<file path="src/rtl/stopwatch_pkg.sv">
// ============================================================================
//  Module      : stopwatch_pkg
//  Description : Shared types and constants for the stopwatch controller.
//  Revision    : 1.0 - initial release
// ============================================================================
`default_nettype none

package stopwatch_pkg;

    typedef enum logic [1:0] {
        IDLE   = 2'd0,
        RUN    = 2'd1,
        PAUSED = 2'd2,
        ADJUST = 2'd3
    } state_t;

    localparam int         BCD_W     = 5;
    localparam logic [3:0] BLANK_MIN = 4'b1100;
    localparam logic [3:0] BLANK_SEC = 4'b0011;

    // Packs a 0..99 integer into two BCD nibbles {tens, ones}.
    function automatic logic [7:0] to_bcd8(input int value);
        return {4'(value / 10), 4'(value % 10)};
    endfunction

endpackage

`default_nettype wire

</file>
<file path="src/rtl/bcd2_counter.sv">
// ============================================================================
//  Module      : bcd2_counter
//  Description : Two-digit BCD counter with synchronous clear and wrap at max.
//  Revision    : 1.0 - initial release
// ============================================================================
`default_nettype none

module bcd2_counter (
    input  logic       clk,
    input  logic       rst_n,
    input  logic       clr,
    input  logic       inc,
    input  logic [7:0] max_val,
    output logic [3:0] tens,
    output logic [3:0] ones,
    output logic       carry_out
);

    logic [3:0] r_tens;
    logic [3:0] r_ones;
    logic       w_at_max;

    // Compare at-or-above so an out-of-range value can never keep counting up.
    assign w_at_max  = ({r_tens, r_ones} >= max_val);
    assign carry_out = inc && w_at_max;
    assign tens      = r_tens;
    assign ones      = r_ones;

    always_ff @(posedge clk or negedge rst_n) begin
        if (!rst_n) begin
            r_tens <= 4'd0;
            r_ones <= 4'd0;
        end else if (clr) begin
            r_tens <= 4'd0;
            r_ones <= 4'd0;
        end else if (inc) begin
            if (w_at_max) begin
                r_tens <= 4'd0;
                r_ones <= 4'd0;
            end else if (r_ones >= 4'd9) begin
                r_tens <= r_tens + 4'd1;
                r_ones <= 4'd0;
            end else begin
                r_ones <= r_ones + 4'd1;
            end
        end
    end

endmodule

`default_nettype wire

</file>
<file path="src/rtl/stopwatch_ctrl.sv">
// ============================================================================
//  Module      : stopwatch_ctrl
//  Description : MM:SS stopwatch sequencer with run/pause/clear/adjust control.
//  Revision    : 1.0 - initial release
// ============================================================================
`default_nettype none

module stopwatch_ctrl #(
    parameter int MAX_MIN = 59
) (
    input  logic                          clk,
    input  logic                          rst_n,
    input  logic                          tick_1hz,
    input  logic                          tick_adj,
    input  logic                          tick_blink,
    input  logic                          pause_p,
    input  logic                          clr_p,
    input  logic                          adj,
    input  logic                          sel,
    output logic [stopwatch_pkg::BCD_W-1:0] min_l,
    output logic [stopwatch_pkg::BCD_W-1:0] min_r,
    output logic [stopwatch_pkg::BCD_W-1:0] sec_l,
    output logic [stopwatch_pkg::BCD_W-1:0] sec_r,
    output logic [3:0]                    blank,
    output logic                          running,
    output logic                          wrap_p
);

    import stopwatch_pkg::*;

    localparam logic [7:0] c_MAX_SEC_BCD = 8'h59;
    localparam logic [7:0] c_MAX_MIN_BCD = to_bcd8(MAX_MIN);

    state_t     r_state;
    state_t     w_state_next;
    logic       r_phase;
    logic       w_phase_next;
    logic [3:0] r_blank;
    logic [3:0] w_blank_next;
    logic       r_wrap;

    logic       w_sec_inc;
    logic       w_min_inc;
    logic       w_sec_carry;
    logic       w_min_carry;
    logic [3:0] w_sec_tens;
    logic [3:0] w_sec_ones;
    logic [3:0] w_min_tens;
    logic [3:0] w_min_ones;

    // Seconds carry only ripples into minutes while running; adjust edits one field.
    assign w_sec_inc = ((r_state == RUN) && tick_1hz)
                    || ((r_state == ADJUST) && sel && tick_adj);
    assign w_min_inc = ((r_state == RUN) && w_sec_carry)
                    || ((r_state == ADJUST) && !sel && tick_adj);

    bcd2_counter u_sec (
        .clk       (clk),
        .rst_n     (rst_n),
        .clr       (clr_p),
        .inc       (w_sec_inc),
        .max_val   (c_MAX_SEC_BCD),
        .tens      (w_sec_tens),
        .ones      (w_sec_ones),
        .carry_out (w_sec_carry)
    );

    bcd2_counter u_min (
        .clk       (clk),
        .rst_n     (rst_n),
        .clr       (clr_p),
        .inc       (w_min_inc),
        .max_val   (c_MAX_MIN_BCD),
        .tens      (w_min_tens),
        .ones      (w_min_ones),
        .carry_out (w_min_carry)
    );

    always_comb begin
        w_state_next = r_state;
        if (clr_p) begin
            w_state_next = adj ? ADJUST : IDLE;
        end else if (adj) begin
            w_state_next = ADJUST;
        end else begin
            case (r_state)
                IDLE:    if (pause_p) w_state_next = RUN;
                RUN:     if (pause_p) w_state_next = PAUSED;
                PAUSED:  if (pause_p) w_state_next = RUN;
                ADJUST:  w_state_next = PAUSED;
                default: w_state_next = IDLE;
            endcase
        end
    end

    // Phase is held at zero outside ADJUST so every entry starts unblanked.
    always_comb begin
        w_phase_next = r_phase;
        w_blank_next = 4'b0000;
        if ((w_state_next != ADJUST) || (r_state != ADJUST)) begin
            w_phase_next = 1'b0;
        end else if (tick_blink) begin
            w_phase_next = ~r_phase;
        end
        if ((w_state_next == ADJUST) && w_phase_next) begin
            w_blank_next = sel ? BLANK_SEC : BLANK_MIN;
        end
    end

    always_ff @(posedge clk or negedge rst_n) begin
        if (!rst_n) begin
            r_state <= IDLE;
            r_phase <= 1'b0;
            r_blank <= 4'b0000;
            r_wrap  <= 1'b0;
        end else begin
            r_state <= w_state_next;
            r_phase <= w_phase_next;
            r_blank <= w_blank_next;
            r_wrap  <= (r_state == RUN) && w_min_carry && !clr_p;
        end
    end

    assign min_l   = {1'b0, w_min_tens};
    assign min_r   = {1'b0, w_min_ones};
    assign sec_l   = {1'b0, w_sec_tens};
    assign sec_r   = {1'b0, w_sec_ones};
    assign blank   = r_blank;
    assign running = (r_state == RUN);
    assign wrap_p  = r_wrap;

endmodule

`default_nettype wire

</file>
<file path="config.mk">
export PLATFORM = sky130hd
export DESIGN_NAME = stopwatch_ctrl
export DESIGN_NICKNAME = d
export VERILOG_FILES = /design/src/rtl/stopwatch_pkg.sv /design/src/rtl/bcd2_counter.sv /design/src/rtl/stopwatch_ctrl.sv
export SDC_FILE = /design/constraint.sdc
export NUM_CORES = 1
export LEC_CHECK = 0
export BUFFER_PORTS_ARGS = -buffer_cell sky130_fd_sc_hd__buf_2
export CORE_MARGIN = 8
export CORE_UTILIZATION = 50
export CTS_CLUSTER_DIAMETER = 30
export DETAILED_ROUTE_END_ITERATION = 10
export HOLD_SLACK_MARGIN = 0.05
export PLACE_DENSITY = 0.8
export REMOVE_ABC_BUFFERS = 1
export SYNTH_ARGS = -nofsm -noshare
export SYNTH_HDL_FRONTEND = slang
export SYNTH_SLANG_ARGS = --single-unit
</file>
<file path="constraint.sdc">
create_clock -name clk -period 2.29 [get_ports clk]
set_input_delay 0.1145 -clock clk [delete_from_list [all_inputs] [get_ports clk]]
set_output_delay 0.1145 -clock clk [all_outputs]
set_load 0.01 [all_outputs]
</file>
Word level (Yosys, flattened, before mapping)
Index checks and enable logic that the tools add are counted.
- multiplexer cells: 26
- bitwise operators: 1
- eq/ne operators: 6
- add/sub/neg operators: 4
- magnitude comparators: 4
- reduce and logical (&&, ||, !) cells: 24
- operator list (cell ; number):
    4-bit 2-to-1 mux ; 18
    4-bit by 1-bit adder with 4-bit output (second input constant) ; 4
    8-bit by 7-bit >= comparator with 1-bit output (second input constant) ; 2
    1-bit logical AND ; 11
    2-bit 2-to-1 mux ; 5
    4-bit >= comparator (second input constant) ; 2
    2-bit == test (second input constant) ; 3
    2-bit one-hot mux with 3 select lines ; 1
    3-bit nonzero test ; 2
    2-bit inequality test (second input constant) ; 2
    2-bit AND reduction ; 2
    2-bit nonzero test ; 2
    1-bit logical OR ; 3
    2-bit by 1-bit == test with 1-bit output (second input constant) ; 1
    1-bit zero test ; 2
    2-bit zero test ; 1
    1-bit 2-to-1 mux ; 2
    2-bit OR reduction ; 1
    1-bit inverter ; 1
- input bits: 9
- logic and storage cells: 73
- register bits: 24
- output and inout bits: 26

Longest topological paths before layout
- depth in word-level cells: 10
- mapped depth: 7
- mapped depth without buffers: 7

Cells and area by module
Synthesis repeated with hierarchy kept, for this count alone.
- cell total of the unflattened synthesis: 194
- area total of the unflattened synthesis: 1936.9 µm²
- by module, submodules not included (module ; cells each ; instances ; area each (µm²)):
    bcd2_counter ; 81 ; 2 ; 799.5
    stopwatch_ctrl ; 32 ; 1 ; 337.8

Worst setup path before layout
No wires, ideal clock.
- path kind: flip-flop to flip-flop
- start point: reg u_sec.r_ones[1], in the netlist u_sec.ones[1]
- end point: reg u_min.r_ones[3], in the netlist u_min.ones[3]
- path slack: 545 ps
- stages on the path, launching flop included: 8
- period minus slack after synthesis: 1745 ps
- required time: 2169 ps
- setup time: 121 ps
- arrival: 1623 ps
- cell sequence: dfrtp_1 inv_1 ha_1 or3b_4 a31oi_4 o211ai_4 a41oi_1 nor2_1
- word-level cells in the longest chain between the ends: 5
- RTL lines (element ; line ; text):
    start: declaration ; bcd2_counter.sv:20 ; logic [3:0] r_ones;
    start signal: assignment ; bcd2_counter.sv:44 ; r_ones <= r_ones + 4'd1;
    8-bit by 7-bit >= comparator with 1-bit output ; bcd2_counter.sv:24 ; assign w_at_max = ({r_tens, r_ones} >= max_val);
    1-bit logical AND ; bcd2_counter.sv:25 ; assign carry_out = inc && w_at_max;
    1-bit logical AND ; stopwatch_ctrl.sv:54 ; assign w_min_inc = ((r_state == RUN) && w_sec_carry)
    1-bit logical OR ; stopwatch_ctrl.sv:55 ; || ((r_state == ADJUST) && !sel && tick_adj);
    2-bit nonzero test (no source line) ; -- ;
    end signal: assignment ; bcd2_counter.sv:44 ;
    end: declaration ; bcd2_counter.sv:20 ;
No other way between the ends.
A chain may end at the register's enable or synchronous reset.

Final worst setup path
- start point: reg u_sec.r_ones[0], in the netlist u_sec.ones[0]
- end point: reg u_min.r_ones[2], in the netlist u_min.ones[2]
Same word-level chain as after synthesis.

==> run_results.csv <==
group,metric,value,unit
drt,first_pass_iters,4,
logic_synthesis,yosysWarningCount,0,
power,power,673,uW
worst_setup_path,cp.required,2.48,ns
hold_path,whs_path_depth,3,
worst_setup_path,slowest_delay,0.43,ns
final_layout,area_growth,15.8,%
grt,grt_max_degree,23,
clock_network,cts_tree,"yes",
worst_setup_path,rr_worst_depth,7,
floorplanning,core-area,0.00245,mm2
logic_synthesis,ys_ff_latch,22,
logic_synthesis,synth_cell_type_count,41,
final_layout,final_cells,186,
worst_setup_path,end_kind,"flop",
sta,setup_viol,0,
clock_network,clk_pin_slew,0.11,ns
hold_path,min-delay-start,"pause_p",
sta,clock.fmax,0.540,GHz
grt,gr-total-overflow,0,
floorplanning,die_w,66.7,um
sta,fin_tns_setup,0,ns
grt,grt_pass1_wl,4900,um
final_layout,post-route-util,60.7,%
drt,wl,2850,um
drt,drtIter0Drc,62,
worst_setup_path,crit_chain,"inv_1, ha_1, or3b_4, a31oi_4, o211ai_4, o21ai_0, a22o_1",
worst_setup_path,cp.arrival,2.04,ns
sta,layout_min_cycle_time,1.85,ns
floorplanning,ios,35,
worst_setup_path,r2r-start,"u_sec.ones[0]",
clock_network,h-tree-depth,1,
power,leakagePower,0.000774,uW
clock_network,cts_root_buf,"clkbuf_4",
logic_synthesis,synth_edf_count,0,
place,dp_cells,180,
clock_network,clkLatencyLatePin,0.30,ns
clock_network,clock_sinks,22,
worst_setup_path,cpMaxStageDelayCell,"dfrtp_1",
grt,track_usage,13.8,%
logic_synthesis,syn_inst,124,
clock_network,ctsResizeCount,0,
run,cap_viol_max_count,0,
drt,wl_met3,176,um
sta,fin_crit_sh,80.8,%
power,p_per_area,452,mW/mm2
power,max-vdd-ir-drop,404,uV
clock_network,numCtsBuffers,3,
place,io_buffers,30,
hold_path,min_delay_worst_endpoint,"r_state[1]",
grt,antenna_found_initial,0,
clock_network,clk_path_buf_depth,2,
floorplanning,die_h,66.7,um
drt,post_drt_wl_per_cell,15.3,um
drt,routed-wl-met2,1450,um
final_layout,layout-drive-gt1-share,26.9,%
final_layout,num_antenna_cells,0,
clock_network,cts_setup_buffers,0,
worst_setup_path,worstPathMaxFanout,8,
floorplanning,initial_core_util,52.4,%
logic_synthesis,ys_seq_area_share,42.8,%
logic_synthesis,synth.avg_cell_area,10.4,um2
logic_synthesis,ys.flop_type,"dfrtp_1",
logic_synthesis,synthesis.area,0.00129,mm2
sta,slew_violations,0,
grt,grt_pass1_vias,1095,
clock_network,ctsHoldBuffers,3,
worst_setup_path,r2r-end,"u_min.ones[2]",
place,place_congestion,0.819,
floorplanning,fp.dieArea,0.00445,mm2
worst_setup_path,crit_type,"reg2reg",
final_layout,fillers,221,
worst_setup_path,crit_path_start_kind,"flop",
sta,finClkSkew,0.00461,ns
worst_setup_path,rrSetupSlack,0.44,ns
logic_synthesis,synthArstFlopShare,100,%
drt,drc_errors,0,
outcome,status,"finished, final reports clean",
sta,hold_viol,0,
drt,ant_nets,0,
final_layout,nets,177,
logic_synthesis,netlist.area_leader.share,42.8,%
drt,routedLengthMet1,1210,um
hold_path,hp-class,"in2reg",
logic_synthesis,yosys-top-cells-area,"dfrtp_1 43%, ha_1 9.7%, buf_4 3.5%",
drt,top_layer,"met4",
drt,vias,1045,
floorplanning,row_count,18,
logic_synthesis,yosys.area.top_type,"dfrtp_1",
sta,grt_setup_unrepaired,"false",
drt,via_per_inst,5.62,
place,dp_hpwl,2230,um
routing by layer:
layer	track usage (%)	vias up
met5	0	-
met1	16.2	516
met2	23.2	32
met4	6.40	0
li1	-	495
met3	3.19	2
synthesized netlist by cell type (2+ instances only):
cell type / number
buf_4: 6
o21ai_0: 8
nand2b_1: 2
ha_1: 10
and3_1: 2
nand2_1: 4
a21boi_1: 2
a21oi_1: 2
a21o_1: 4
nand3_1: 6
nor4b_1: 2
o31ai_1: 3
a41oi_1: 2
nor2_1: 8
dfrtp_1: 22
nand4_1: 2
and2_4: 2
nor2b_1: 2
inv_1: 9
o22ai_1: 2
mux2i_1: 4
cell usage in the layout (no fill, tap or decap), types with 3 or more instances in the layout:
| cell | n |
|---|---|
| o31ai_1 | 3 |
| buf_2 | 30 |
| dfrtp_1 | 22 |
| conb_1 | 4 |
| nor2_1 | 8 |
| mux2i_1 | 4 |
| inv_1 | 9 |
| clkbuf_4 | 3 |
| nand2_1 | 4 |
| ha_1 | 10 |
| nand3_1 | 6 |
| a21o_1 | 4 |
| dlygate4sd3_1 | 3 |
| o21ai_0 | 8 |
cell type report:
type	instances	area (um2)	share of cell area, %
flip-flops and latches	22	551	37.0
repair buffers	33	180	12.1
well taps	30	37.5	2.52
clock buffers	3	22.5	1.51
inverters	10	37.5	2.52
multi-input cells	88	661	44.4
cell families (layout without fill, tap and decap cells):
family | Yosys count | in the layout | synth area share (%)
XOR/XNOR | 1 | 1 | 0.681
multiplexers | 4 | 4 | 3.11
other | 1 | 4 | 0.292
AND/OR/NAND/NOR | 38 | 38 | 18.0
adder cells (fa/ha/maj) | 10 | 10 | 9.73
flip-flops | 22 | 22 | 42.8
buffers and inverters | 17 | 46 | 6.71
AO/OA/AOI/OAI | 31 | 31 | 18.7
through the flow:
stage / worst slack, ns / instance area [um2] / hold WS (ns)
2_1_floorplan: 0.545 / 1250 / -0.181
3_3_place_gp: 0.525 / 1440 / 0.112
3_5_place_dp: 0.466 / 1440 / 0.109
4_1_cts: 0.439 / 1490 / 0.119
5_1_grt: 0.298 / 1490 / 0.124
6_report: 0.439 / 1490 / 0.137
worst max-delay path by stage:
stage,start,to,slack [ns],cells past startpoint
finish,u_sec.ones[0],u_min.ones[2],0.44,7
global route,u_sec.ones[1],u_sec.ones[2],0.30,7
CTS,u_sec.ones[1],u_sec.tens[1],0.44,7
detailed placement,u_sec.ones[0],u_min.ones[2],0.47,7
global placement,u_sec.ones[1],u_min.ones[3],0.52,7
floorplan,u_sec.ones[1],u_min.ones[3],0.55,7
state kept, by name, summed over array words and instances, names as in the netlist:
register,flops
blank,2
r_phase,1
r_state,2
u_min.ones,4
u_min.tens,4
u_sec.ones,4
u_sec.tens,4
wrap_p,1
power breakdown:
part / internal [uW] / total [uW] / switching (uW)
combinational: 40.5 / 100 / 59.9
clock: 61.2 / 167 / 106
sequential: 396 / 406 / 9.49
total: 498 / 673 / 175
critical path: cells and delay by family (launching register included):
family	cells	cell delay, ns
fa+ha+maj	1	0.19
flops	1	0.43
simple gates	1	0.24
buf+inv	1	0.10
compound gates	4	0.79
No activity file was read; power rests on OpenSTA's default activity.
